**src/rtl/prefetch_pkg.sv**
```systemverilog
// Shared types and widths for the instruction prefetch queue.
package prefetch_pkg;

   localparam int DEPTH_DEF = 8;
   localparam int ADDR_W    = 16;
   localparam int BYTE_W    = 8;

   typedef enum logic [1:0] {
      ST_IDLE = 2'd0,
      ST_REQ  = 2'd1,
      ST_DROP = 2'd2
   } state_e;

endpackage

```
**src/rtl/pq_ring.sv**
```systemverilog
// Byte ring buffer with wrapping pointers, multi-byte pop and a 4-byte head window.
module pq_ring
   import prefetch_pkg::*;
#(
   parameter  int DEPTH = DEPTH_DEF,
   localparam int AW    = $clog2(DEPTH),
   localparam int CW    = AW + 1
) (
   input  logic                clk,
   input  logic                rst,
   input  logic                flush_i,
   input  logic                push_i,
   input  logic [BYTE_W-1:0]   push_data_i,
   input  logic                pop_i,
   input  logic [2:0]          pop_n_i,
   output logic [CW-1:0]       count_o,
   output logic [4*BYTE_W-1:0] window_o
);

   logic [BYTE_W-1:0] mem_q [DEPTH];
   logic [AW-1:0]     wr_q, wr_d, rd_q, rd_d;
   logic [CW-1:0]     cnt_q, cnt_d;

   always_comb begin
      wr_d  = wr_q;
      rd_d  = rd_q;
      cnt_d = cnt_q;
      if (flush_i) begin
         wr_d  = '0;
         rd_d  = '0;
         cnt_d = '0;
      end else begin
         if (push_i) wr_d = wr_q + AW'(1);
         if (pop_i)  rd_d = rd_q + AW'(pop_n_i);
         cnt_d = cnt_q + CW'(push_i) - (pop_i ? CW'(pop_n_i) : '0);
      end
   end

   always_ff @(posedge clk or negedge rst) begin
      if (!rst) begin
         wr_q  <= '0;
         rd_q  <= '0;
         cnt_q <= '0;
      end else begin
         wr_q  <= wr_d;
         rd_q  <= rd_d;
         cnt_q <= cnt_d;
      end
   end

   always_ff @(posedge clk) begin
      if (push_i && !flush_i) mem_q[wr_q] <= push_data_i;
   end

   // Lanes past the fill level read as zero so stale storage never leaks out.
   always_comb begin
      window_o = '0;
      for (int unsigned i = 0; i < 4; i++) begin
         if (CW'(i) < cnt_q) window_o[i*BYTE_W +: BYTE_W] = mem_q[rd_q + AW'(i)];
      end
   end

   assign count_o = cnt_q;

endmodule

```
**src/rtl/prefetch_queue.sv**
```systemverilog
// Instruction prefetch queue: fetch FSM, redirect/drop handling, head window.
// Optional sticky illegal-take flag `err` when PREFETCH_ERR_EN is defined.
module prefetch_queue
   import prefetch_pkg::*;
#(
   parameter int DEPTH = DEPTH_DEF
) (
   input  logic                clk,
   input  logic                rst,
   output logic [ADDR_W-1:0]   fa,
   output logic                frd,
   input  logic                fack,
   input  logic [BYTE_W-1:0]   fd,
   input  logic                redir,
   input  logic [ADDR_W-1:0]   ra,
   input  logic                take,
   input  logic [1:0]          len,
   output logic [4*BYTE_W-1:0] raw,
   output logic [2:0]          avail,
   output logic [ADDR_W-1:0]   ao
`ifdef PREFETCH_ERR_EN
   ,
   output logic                err
`endif
);

   localparam int CW = $clog2(DEPTH) + 1;

   state_e            state_q, state_d;
   logic [ADDR_W-1:0] fa_q, fa_d, ao_q, ao_d, tgt_q, tgt_d;
   logic [CW-1:0]     count, count_nxt;
   logic [2:0]        take_n;
   logic              ack, legal, push, pop;

   assign take_n    = {1'b0, len} + 3'd1;
   // Gated by rst so the request drops the instant reset asserts mid-transfer.
   assign frd       = rst && (state_q != ST_IDLE);
   assign ack       = fack && frd;
   assign legal     = take && (CW'(take_n) <= count);
   assign push      = ack && !redir && (state_q == ST_REQ);
   assign pop       = legal && !redir;
   assign count_nxt = count + CW'(push) - (pop ? CW'(take_n) : '0);

   pq_ring #(.DEPTH(DEPTH)) u_ring (
      .clk         (clk),
      .rst         (rst),
      .flush_i     (redir),
      .push_i      (push),
      .push_data_i (fd),
      .pop_i       (pop),
      .pop_n_i     (take_n),
      .count_o     (count),
      .window_o    (raw)
   );

   always_comb begin
      state_d = state_q;
      fa_d    = fa_q;
      ao_d    = ao_q;
      tgt_d   = tgt_q;
      if (redir) begin
         ao_d  = ra;
         tgt_d = ra;
         // An unacknowledged request is still in flight: wait it out in DROP.
         if (frd && !ack) begin
            state_d = ST_DROP;
         end else begin
            state_d = ST_REQ;
            fa_d    = ra;
         end
      end else begin
         if (pop) ao_d = ao_q + ADDR_W'(take_n);
         case (state_q)
            ST_IDLE: if (pop || count < CW'(DEPTH)) state_d = ST_REQ;
            ST_REQ: if (ack) begin
               fa_d = fa_q + ADDR_W'(1);
               if (count_nxt == CW'(DEPTH)) state_d = ST_IDLE;
            end
            ST_DROP: if (ack) begin
               fa_d    = tgt_q;
               state_d = ST_REQ;
            end
            default: state_d = ST_REQ;
         endcase
      end
   end

   always_ff @(posedge clk or negedge rst) begin
      if (!rst) begin
         state_q <= ST_REQ;
         fa_q    <= '0;
         ao_q    <= '0;
         tgt_q   <= '0;
      end else begin
         state_q <= state_d;
         fa_q    <= fa_d;
         ao_q    <= ao_d;
         tgt_q   <= tgt_d;
      end
   end

   assign fa    = fa_q;
   assign ao    = ao_q;
   assign avail = (count >= CW'(4)) ? 3'd4 : 3'(count);

`ifdef PREFETCH_ERR_EN
   logic err_q, err_d;

   assign err_d = redir ? 1'b0 : (err_q || (take && !legal));

   always_ff @(posedge clk or negedge rst) begin
      if (!rst) err_q <= 1'b0;
      else      err_q <= err_d;
   end

   assign err = err_q;
`endif

endmodule

```
**config.mk**
```make
export PLATFORM = sky130hd
export DESIGN_NAME = prefetch_queue
export DESIGN_NICKNAME = d
export VERILOG_FILES = /design/src/rtl/prefetch_pkg.sv /design/src/rtl/pq_ring.sv /design/src/rtl/prefetch_queue.sv
export SDC_FILE = /design/constraint.sdc
export NUM_CORES = 1
export LEC_CHECK = 0
export BUFFER_PORTS_ARGS = -buffer_cell sky130_fd_sc_hd__buf_4
export CAP_MARGIN = 20
export CORE_MARGIN = 2
export CORE_UTILIZATION = 59
export DETAILED_ROUTE_END_ITERATION = 8
export PLACE_DENSITY = 0.81
export SLEW_MARGIN = 20
export SYNTH_ARGS = -nofsm -noshare
export SYNTH_HDL_FRONTEND = slang
export SYNTH_SLANG_ARGS = --single-unit
```
**constraint.sdc**
```tcl
create_clock -name clk -period 3.85 [get_ports clk]
set_input_delay 0.9625 -clock clk [delete_from_list [all_inputs] [get_ports clk]]
set_output_delay 0.9625 -clock clk [all_outputs]
set_load 0.02 [all_outputs]
```
[Word level (Yosys, flattened, before mapping)]
Memory sizes are Yosys's and may differ from the RTL's.
Cells that the tools add are included.
Word-level totals
  memories: 1
  memory bits (writable): 64
  flip-flop bits (word level): 60
  input port bits: 31
Memory list
  u_ring.mem_q: words 8, width 8, rd ports 4, clocked after Yosys merged registers in 0, wr ports 1, line pq_ring.sv:20  | logic [BYTE_W-1:0] mem_q [DEPTH];
Operators by class
  add/subtract/negate cells: 10
  muxes and demuxes: 27
  magnitude comparators: 7
  eq/ne operators: 8
  reductions and logical operators: 18
Operator list (number)
  16-bit two-way mux: 6
  8-bit two-way mux: 4
  16-bit case mux with 2 select lines: 1
  3-bit two-way mux: 6
  16-bit by 1-bit adder with 16-bit output (second input constant): 1
  16-bit by 3-bit adder with 16-bit output: 1
  2-bit two-way mux: 6
  3-bit inequality test (second input constant): 3
  1-bit logical AND: 8
  1-bit by 4-bit less-than comparator with 1-bit output (first input constant): 2
  2-bit by 4-bit less-than comparator with 1-bit output (first input constant): 2
  4-bit AND reduction: 2
  3-bit by 1-bit adder with 3-bit output (second input constant): 2
  3-bit by 2-bit adder with 3-bit output (second input constant): 2
  2-bit case mux with 3 select lines: 1
  2-bit nonzero test: 3
  4-bit by 1-bit adder with 4-bit output: 1
  4-bit equality test (second input constant): 1
  4-bit by 3-bit >= comparator with 1-bit output (second input constant): 1
  3-bit by 4-bit <= comparator with 1-bit output: 1
  4-bit less-than comparator (second input constant): 1
  4-bit two-way mux: 1
  4-bit subtractor: 1
  2-bit by 1-bit adder with 3-bit output (second input constant): 1
  10 further kinds: 12

[Logic depth before layout (Yosys ltp)]
Gate-level depths: netlist (run 1).
  depth in word-level cells: 12
  gate-level depth with buffers: 15
  gate-level depth less buffers: 14

[Cells and area by module]
From an unflattened synthesis (run 1), not the netlist that was laid out.
Unflattened totals
  cell total of the unflattened synthesis: 728
  area, all modules: 7788.7 µm²
Modules (own cells, without submodules)
  pq_ring: cells each 359, seq. area each 2172.1 µm², instances 1, area each 4543.1 µm²
  prefetch_queue: cells each 369, seq. area each 1252.5 µm², instances 1, area each 3245.6 µm²

[Worst setup path before layout (run 1)]
No wires, ideal clock.
  path type: input-to-reg
  start point: input len[0]
  end point: register state_q[0]
  buffers on the path: 1
  setup time: 0.080 ns
  path slack: -0.031 ns
  cell stages on the path: 15
  data arrival time: 3.800 ns
  data required time: 3.770 ns
  cells stage by stage: ha_1 > ha_1 > nand2b_1 > a32oi_2 > a21o_1 > buf_2 > nor3_1 > ha_1 > inv_1 > ha_1 > fa_1 > nor3_1 > nand2_1 > o2111ai_1 > nand2_1
Between the ends
  cells in the longest elaborated chain, start to end: 9
  elaborated cells between the ends (all ways): 11
  classes of those cells: add/sub (2); order compare (1); eq/ne (3); mux (1); reduce/logical (4)
RTL lines
  start, declared: line prefetch_queue.sv:17  | input logic [1:0] len,
  2-bit by 1-bit adder with 3-bit output *: line prefetch_queue.sv:35  | assign take_n = {1'b0, len} + 3'd1;
  3-bit by 4-bit <= comparator with 1-bit output: line prefetch_queue.sv:39  | assign legal = take && (CW'(take_n) <= count);
  1-bit logical AND: line prefetch_queue.sv:39
  1-bit logical AND: line prefetch_queue.sv:41  | assign pop = legal && !redir;
  3-bit two-way mux: line prefetch_queue.sv:42  | assign count_nxt = count + CW'(push) - (pop ? CW'(take_n) : '0);
  4-bit subtractor
  4-bit equality test: line prefetch_queue.sv:77  | if (count_nxt == CW'(DEPTH)) state_d = ST_IDLE;
  3-bit by 2-bit inequality test with 1-bit output (no line)
  4-bit AND reduction (no line) *
  end signal, assigned: line prefetch_queue.sv:95  | state_q <= state_d;
  end, declared: line prefetch_queue.sv:29  | state_e state_q, state_d;
Mark *: on every way between the ends. The rest lies on a longest branch, timed or not.
A chain may end at the register's enable or synchronous reset.

[Worst setup path after layout (run 1)]
  start point: register u_ring.rd_q[1]
  end point: output raw[8]
Between the ends
  cells in the longest elaborated chain, start to end: 3
RTL lines
  start, declared: line pq_ring.sv:21  | logic [AW-1:0] wr_q, wr_d, rd_q, rd_d;
  start signal, assigned: line pq_ring.sv:46  | rd_q <= rd_d;
  3-bit by 1-bit adder with 3-bit output: line pq_ring.sv:59  | if (CW'(i) < cnt_q) window_o[i*BYTE_W +: BYTE_W] = mem_q[rd_q + AW'(i)];
  memory 8 x 8 bit
  8-bit two-way mux: line pq_ring.sv:59
  end, declared: line prefetch_queue.sv:18  | output logic [4*BYTE_W-1:0] raw,
No other way between the ends.

==> out/metrics.cfg, run 1 <==
[status]
status=completed

[pwr]
p_leak_nw=3.63
combPwrFrac_pct=41.3
p_sw_share_pct=36.0
clkPwrFrac_pct=29.1
seq_power_share_pct=29.6
p_int_w=0.00393
worst_ir_drop_vdd_uv=422
power_w=0.00615
p_per_area_nw_per_um2=666
switching_power_w=0.00221

[layout]
n_antenna_cell=0
fin_nets=781
regArea_um2=3430
layout-drive-gt1-share_pct=31.8
area_delta_synth_final_pct=21.4
nFillCells=831
fin_area_um2=9230
multi_input_area_um2=3890
fin_util_pct=73.1

[floorplan]
core_um2=12600
start_util_pct=60.2
row_count=41
io_pins=99
dieHeight_um=117
die_area_um2=13800
fp.dieW_um=117

[global_route]
grt_pass1_vias=5988
grt_overflow=0
grt_max_degree=67
antenna_found_initial=0
grt_pass1_wl_mm=31.1
grt_use_total_pct=28.8

[route]
wl_mm=19.3
drcViolationCount=0
post_drt_wl_per_cell_um=21.1
drtIter0Drc=580
viasPerCell=6.46
vias=5900
ant_nets=0
drt_first_pass_iters=5

[sta]
fmax_mhz=269
slew_viol_final=0
final-setup-viol-count=0
skew_ns=0.00628
worst_pin_slew_ns=0.991
post-route-min-period_ns=3.72
hold_viol_final=0
fin_ws_ns=0.134
relSlewSlack_pct=34.0
grt_setup_unrepaired=no
hold_ws_ns=0.389
period_share_pct=96.5

[placed_design]
place_hpwl_mm=13.4
dp_slack_ns=-0.0297
gp_congestion=0.871
portBuffers=98
placed_area_um2=8570

[worst_setup_path]
crit_path_end_kind=output port
cp_data_required_time_ns=2.89
r2r_setup_slack_ns=0.75
crit_start=u_ring.rd_q[1]$_DFFE_PN0P_
critPathLaunchType=flop
path_cells=inv_1 -> ha_1 -> nor2b_1 -> a22o_1 -> buf_4
worstPathMaxFanout=16
crit_type=reg -> out
r2r_start=u_ring.count_o[2]$_DFF_PN0_
max_stage_delay_ns=0.72
cp_slowest_cell=nor2b_1
r2r_end=state_q[0]$_DFFE_PN1P_
ff2ff_path_depth=14
arrival_ns=2.75

[clock_tree]
cts_buffers=17
cts_tree=yes
h-tree-depth=4
clock-sinks=124
cts_root_buf=clkbuf_16
clock_latency_ns=0.41
ctsHoldBuffers=0
clock_path_buffers=2
cts_post_setup_buffers_inserted=0
cts_resized=0
clkSlewWorstSetupHoldPaths_ns=0.05

[run]
maxCapViolCount=0

[synthesis]
syn_area_um2=7600
postSynth.asyncResetShare_pct=48.4
ys_top_cells_by_area=edfxtp_1 25%, dfrtp_1 19%, mux4_2 19%
synth_nets=678
synth.distinct_cells=59
synth_common_cells=64 x edfxtp_1, 64 x mux4_2, 59 x dfrtp_1
syn_avg_cell_area_um2=12.1
ys_warn_count=0
ys_seq_area_share_pct=45.1
yosys.area.top_type_share_pct=25.3
synth_edf_count=64
yosysTopAreaCell=edfxtp_1
synthCells=626
ys_ff_latch=124
synth_flop_cell=edfxtp_1

[worst_hold_path]
holdCritPathClass=in -> async

[registers in the layout, summed over array words and instances, names as in the netlist]
register and flops:
u_ring.rd_q 3, fa 16, u_ring.mem_q 64, tgt_q 16
u_ring.wr_q 3, state_q 2, ao 16, u_ring.count_o 4
[cell families (layout without fill, tap and decap cells)]
group                      count (synthesis)  in the layout  share of synthesized area, %
adders and majority gates                 21             21                          3.75
AOI/OAI and AO/OA                        113            113                          10.2
buffers and inverters                     67            183                          3.79
and+or+nand+nor                          191            191                          12.3
DFF                                      124            124                          45.1
xor gates and xnor gates                  16             16                          1.94
muxes                                     94             94                          23.0
[cell type report]
class | count | share of cell area, %
Clock inverter | 11 | 2.35
Sequential cell | 124 | 37.2
Multi-Input combinational cell | 435 | 42.1
Tap cell | 172 | 2.33
Inverter | 25 | 1.02
Clock buffer | 21 | 4.77
Timing Repair Buffer | 126 | 10.2
[cell usage in the layout, fill, tap and decap left out, drive strengths merged, types with 16 or more instances in the layout]
cell type,synthesis,routed
nand2,57,57
mux4,64,64
mux2i,27,27
a22o,16,16
dfrtp,59,59
clkbuf,14,21
o21ai,26,26
ha,18,18
nand3,20,20
inv,25,25
buf,28,126
nor2,46,46
edfxtp,64,64
a21oi,24,24
[power groups by stage]
| stage | combinational, W | sequential (W) | clock (W) |
|---|---|---|---|
| 2_1_floorplan | 0.00156 | 0.00188 | 0 |
| 3_3_place_gp | 0.00244 | 0.00181 | 0 |
| 3_5_place_dp | 0.00251 | 0.00183 | 0 |
| 4_1_cts | 0.00254 | 0.00181 | 0.00180 |
| 5_1_grt | 0.00271 | 0.00185 | 0.00185 |
| 6_report | 0.00254 | 0.00182 | 0.00179 |
[per-stage QoR]
step	TNS, ns	instances
after floorplan	0	626
after CTS	0	914
final	0	914
after global routing	0	914
after global placement	0	882
after detailed placement	-0.0297	882
[per-layer routing]
| metal | share of wire, % | up-vias | track usage, % | wire (um) |
|---|---|---|---|---|
| met4 | 2.5 | 0 | 12.3 | 485 |
| met1 | 38 | 2925 | 35.5 | 7270 |
| met3 | 7.3 | 46 | 6.06 | 1420 |
| met5 | 0 | - | 0 | 0 |
| li1 | - | 2622 | - | - |
| met2 | 52 | 307 | 49.8 | 10100 |
[worst max path at each step]
stage,to,slack [ns],depth (start not counted)
2_1_floorplan,state_q[0]$_DFFE_PN1P_,0.003,15
3_3_place_gp,state_q[0]$_DFFE_PN1P_,0.05,15
3_5_place_dp,state_q[0]$_DFFE_PN1P_,-0.03,15
4_1_cts,raw[11],0.13,6
5_1_grt,raw[11],0.005,6
6_report,raw[8],0.13,5
[worst max-delay path: cells and delay by family (launching register included)]
family / cells / cell delay, ns
flops: 1 / 0.63
compound gates: 1 / 0.30
fa+ha+maj: 1 / 0.38
buf+inv: 2 / 0.30
simple gates: 1 / 0.72
Note: power is estimated with default switching activity, not from simulation.
==> run 2, diff against run 1 <==
- CORE_UTILIZATION: 59 -> 60
- CTS_BUF_LIST: unset -> sky130_fd_sc_hd__clkbuf_8
- PLACE_DENSITY: 0.81 -> 0.82
==> out/metrics.cfg, run 2 (synthesized netlist as in run 1, its figures left out) <==
[clock_tree]
cts_buffers=17  ; unchanged
clock-sinks=124  ; unchanged
clock_path_buffers=2  ; unchanged
clkSlewWorstSetupHoldPaths_ns=0.07  ; +0.02 ns
clock_latency_ns=0.44  ; +0.03 ns
h-tree-depth=4  ; unchanged
ctsHoldBuffers=0  ; unchanged
cts_post_setup_buffers_inserted=0  ; unchanged
cts_root_buf=clkbuf_8
cts_tree=yes
cts_resized=0  ; unchanged

[layout]
layout-drive-gt1-share_pct=32.1  ; +0.26 points
final_common_cell=buf_4
fin_nets=778  ; -0.38%
largest_register=u_ring.mem_q
largest_reg_flops=64  ; unchanged
n_antenna_cell=0  ; unchanged
area_delta_synth_final_pct=18.0
final_cell_mix=122 x buf_4, 64 x mux4_2, 64 x edfxtp_1
fin_util_pct=71.7  ; -1.5 points

[floorplan]
io_pins=99  ; unchanged
row_count=41  ; unchanged
die_area_um2=13600  ; -1.6%
start_util_pct=60.7  ; +0.49 points
fp.dieW_um=117  ; -0.81%
dieHeight_um=117  ; -0.81%
core_um2=12500  ; -0.81%

[placed_design]
portBuffers=98  ; unchanged
place_hpwl_mm=13.5  ; +0.34%
gp_congestion=0.820  ; -5.9%

[sta]
final-setup-viol-count=0  ; unchanged
worst_pin_slew_ns=0.830  ; -0.160 ns
period_share_pct=90.0  ; -6.5 points
slew_viol_final=0  ; unchanged
grt_setup_unrepaired=no
post-route-min-period_ns=3.46  ; -0.251 ns
hold_viol_final=0  ; unchanged
relSlewSlack_pct=44.6  ; +11 points
fmax_mhz=289  ; +7.2%
hold_ws_ns=0.353  ; -0.0355 ns
skew_ns=0.00957  ; +0.00329 ns

[route]
drt_first_pass_iters=6  ; +1
post_drt_wl_per_cell_um=21.0  ; -0.41%
viasPerCell=6.56  ; +1.7%
drcViolationCount=0  ; unchanged
drtIter0Drc=748  ; +29%
vias=5980  ; +1.4%
wl_mm=19.2  ; -0.74%
ant_nets=0  ; unchanged

[pwr]
worst_ir_drop_vdd_uv=456  ; +8.1%
p_leak_nw=3.50  ; -3.6%
clkPwrFrac_pct=21.2  ; -7.9 points
switching_power_w=0.00216  ; -2.4%
seq_power_share_pct=32.5  ; +2.9 points
combPwrFrac_pct=46.3  ; +5.0 points
p_int_w=0.00335  ; -15%
p_per_area_nw_per_um2=615  ; -7.7%
p_sw_share_pct=39.2  ; +3.2 points

[status]
status=completed

[global_route]
grt_max_degree=67  ; unchanged
grt_pass1_wl_mm=29.6  ; -4.9%
grt_overflow=0  ; unchanged
antenna_found_initial=0  ; unchanged
grt_pass1_vias=5644  ; -5.7%
grt_use_total_pct=29.3  ; +0.45 points

[worst_setup_path]
r2r_start=u_ring.count_o[1]$_DFF_PN0_
crit_start=u_ring.rd_q[2]$_DFFE_PN0P_
crit_type=reg -> out
crit_path_end_kind=output port
arrival_ns=2.50  ; -0.25 ns
cp_data_required_time_ns=2.89  ; about the same
critPathLaunchType=flop
worstPathMaxFanout=16  ; unchanged

[worst_hold_path]
holdCritPathClass=in -> async

[run]
maxCapViolCount=0  ; unchanged

-- run 2: final cells by class --
type	count	area [um2]
Multi-Input combinational cell	435	3890
Fill cell	842	3550
Sequential cell	124	3430
Timing Repair Buffer	123	936
Clock buffer	17	234
Tap cell	172	215
Clock inverter	15	174
Inverter	25	93.8
-- run 2: routing by layer --
layer	vias up	wire length, um	global-route usage [%]	part of all wire [%]
met5	-	0	0	0
met4	0	422	11.2	2.2
met3	48	1700	5.92	8.9
met2	352	9540	47.2	50
met1	2970	7520	39.9	39
li1	2610	-	-	-
-- run 2: critical path: stages (launching register included) --
cell	delay (ns)
dfrtp_1	0.74
xnor2_1	0.20
buf_4	0.31
mux4_2	0.37
a22o_1	0.27
buf_4	0.16
-- run 2: path summary, 6_finish.rpt --
kind	endpoint	cells after the start	slack [ns]
max	raw[28]	5	0.39
min	ao[0]$_DFFE_PN0P_	1	0.35
max reg2reg	state_q[0]$_DFFE_PN1P_	14	0.88
min reg2reg	tgt_q[3]$_DFFE_PN0P_	2	0.48
max in group asynchronous	fa[10]$_DFFE_PN0P_	2	2.62
min in group clk	tgt_q[3]$_DFFE_PN0P_	2	0.48
-- run 2: power by group through the flow --
stage	Combinational, W	Sequential [W]	Clock (W)
after CTS	0.00254	0.00178	0.00118
final	0.00255	0.00179	0.00117
after floorplan	0.00156	0.00188	0
after global placement	0.00247	0.00180	0
after detailed placement	0.00254	0.00181	0
after global routing	0.00272	0.00182	0.00123
-- run 2: stage by stage --
step / power (W) / setup TNS [ns] / cells / area [um2] / worst slack (ns)
after floorplan: 0.00344 / 0 / 626 / 7600 / 0.00255
after global routing: 0.00578 / 0 / 911 / 8970 / 0.324
final: 0.00551 / 0 / 911 / 8970 / 0.385
after CTS: 0.00551 / 0 / 911 / 8970 / 0.385
after detailed placement: 0.00435 / -0.0117 / 879 / 8560 / -0.0117
after global placement: 0.00427 / 0 / 879 / 8560 / 0.118
==> run 3, diff against run 2 <==
- BUFFER_PORTS_ARGS: -buffer_cell sky130_fd_sc_hd__buf_4 -> unset
- CORE_UTILIZATION: 60 -> 67
- DONT_BUFFER_PORTS: unset -> 1
- PLACE_DENSITY: 0.82 -> 0.83
==> out/metrics.cfg, run 3 (synthesized netlist as in run 1, its figures left out) <==
[worst_setup_path]
crit_start=u_ring.rd_q[0]$_DFFE_PN0P_
r2r_start=u_ring.count_o[2]$_DFF_PN0_
cp_data_required_time_ns=2.89  ; about the same
worstPathMaxFanout=27  ; +11
crit_type=reg -> out
crit_path_end_kind=output port
critPathLaunchType=flop
arrival_ns=2.66  ; +0.16 ns

[pwr]
p_leak_nw=3.01  ; -14%
worst_ir_drop_vdd_uv=616  ; +35%
p_per_area_nw_per_um2=617  ; +0.33%

[clock_tree]
clock-sinks=124  ; unchanged
clkSlewWorstSetupHoldPaths_ns=0.07  ; about the same
h-tree-depth=4  ; unchanged
cts_tree=yes
cts_resized=0  ; unchanged
cts_root_buf=clkbuf_8
cts_buffers=17  ; unchanged
cts_post_setup_buffers_inserted=0  ; unchanged
clock_latency_ns=0.43  ; about the same
clock_path_buffers=2  ; unchanged
ctsHoldBuffers=0  ; unchanged

[placed_design]
place_hpwl_mm=13.6  ; +0.91%
portBuffers=0  ; -100%
gp_congestion=0.864  ; +5.3%
placed_area_um2=7760  ; -9.3%

[route]
drt_first_pass_iters=6  ; unchanged
viasPerCell=7.37  ; +12%
vias=5732  ; -4.1%
wl_mm=19.7  ; +2.6%
post_drt_wl_per_cell_um=25.3  ; +20%
drtIter0Drc=693  ; -7.4%
ant_nets=0  ; unchanged
drcViolationCount=0  ; unchanged

[layout]
fin_nets=677  ; -13%
area_delta_synth_final_pct=7.24
nFillCells=695  ; -17%
largest_register=u_ring.mem_q
largest_reg_flops=64  ; unchanged
n_antenna_cell=0  ; unchanged
regArea_um2=3430  ; unchanged
multi_input_area_um2=3890  ; about the same
final_cell_mix=64 x mux4_2, 64 x edfxtp_1, 57 x nand2_1, 57 x dfrtp_1, 46 x nor2_1
layout-drive-gt1-share_pct=20.4  ; -12 points
fin_area_um2=8150  ; -9.1%

[sta]
final-setup-viol-count=0  ; unchanged
period_share_pct=94.0  ; +4.0 points
relSlewSlack_pct=43.7  ; -0.98 points
hold_viol_final=0  ; unchanged
worst_pin_slew_ns=0.843  ; +0.0129 ns
slew_viol_final=0  ; unchanged
post-route-min-period_ns=3.62  ; +0.155 ns
skew_ns=0.00914  ; -0.000431 ns
grt_setup_unrepaired=no
fmax_mhz=276  ; -4.3%
setup_tns_ns=0  ; unchanged

[floorplan]
dieHeight_um=111  ; -5.2%
fp.dieW_um=111  ; -5.2%
row_count=38  ; -7.3%
start_util_pct=69.5  ; +8.8 points
die_area_um2=12200  ; -10%
io_pins=99  ; unchanged
core_um2=10900  ; -13%

[global_route]
grt_pass1_vias=5695  ; +0.90%
grt_use_total_pct=33.0  ; +3.7 points
grt_pass1_wl_mm=31.0  ; +4.7%
grt_max_degree=76  ; +13%
antenna_found_initial=0  ; unchanged
grt_overflow=0  ; unchanged

[status]
status=completed

[worst_hold_path]
holdCritPathClass=in -> async

[run]
maxCapViolCount=0  ; unchanged

run 3: changes by cell type in the layout (fill, tap and decap cells not counted), sizes merged:
cell and delta:
buf -101, inv +3, clkinvlp -3, clkinv -1, clkbuf +1
run 3: through the flow:
step | setup slack [ns] | hold WS (ns) | utilization (%) | total power (W) | cells
after floorplan | 0.00255 | 0.438 | - | 0.00344 | 626
after global placement | 0.194 | 0.453 | 71.0 | 0.00377 | 746
after detailed placement | 0.0343 | 0.463 | 71.0 | 0.00389 | 746
after CTS | 0.170 | 0.207 | 74.5 | 0.00500 | 778
after global routing | 0.0484 | 0.197 | 74.5 | 0.00526 | 778
final | 0.230 | 0.220 | 74.5 | 0.00503 | 778
run 3: metal layers:
metal	part of all wire (%)	track usage (%)	vias up
met5	0	0	-
met4	3.0	13.3	0
met3	12	9.88	62
met2	49	51.4	417
met1	36	44.1	2853
li1	-	-	2400
run 3: where the power goes:
part	switching [W]	total, W	internal [W]
registers	0.000438	0.00200	0.00156
logic	0.00112	0.00190	0.000776
clock network	0.000492	0.00113	0.000636
total	0.00205	0.00503	0.00297
run 3: layout make-up:
type,count,area share (%)
inverter,25,1.15
multi-input combinational,435,47.7
sequential,124,42.1
clock buffer,18,3.04
clock inverter,14,1.67
tap,140,2.15
timing repair buffer,22,2.18
run 3: path summary, 6_finish.rpt:
path                                         endpoint  slack, ns  depth (start not counted)
min in group clk                 tgt_q[6]$_DFFE_PN0P_       0.48                          2
min reg2reg                      tgt_q[6]$_DFFE_PN0P_       0.48                          2
min                        u_ring.rd_q[1]$_DFFE_PN0P_       0.22                          0
max                                           raw[27]       0.23                          4
max reg2reg                    state_q[0]$_DFFE_PN1P_       0.78                         14
max in group asynchronous      state_q[0]$_DFFE_PN1P_       3.45                          0
run 3: worst max-delay path, stage by stage, from the launching register on:
cell,delay (ns)
dfrtp_4,0.71
inv_1,0.09
ha_1,0.35
nor2b_1,0.68
a22o_1,0.40
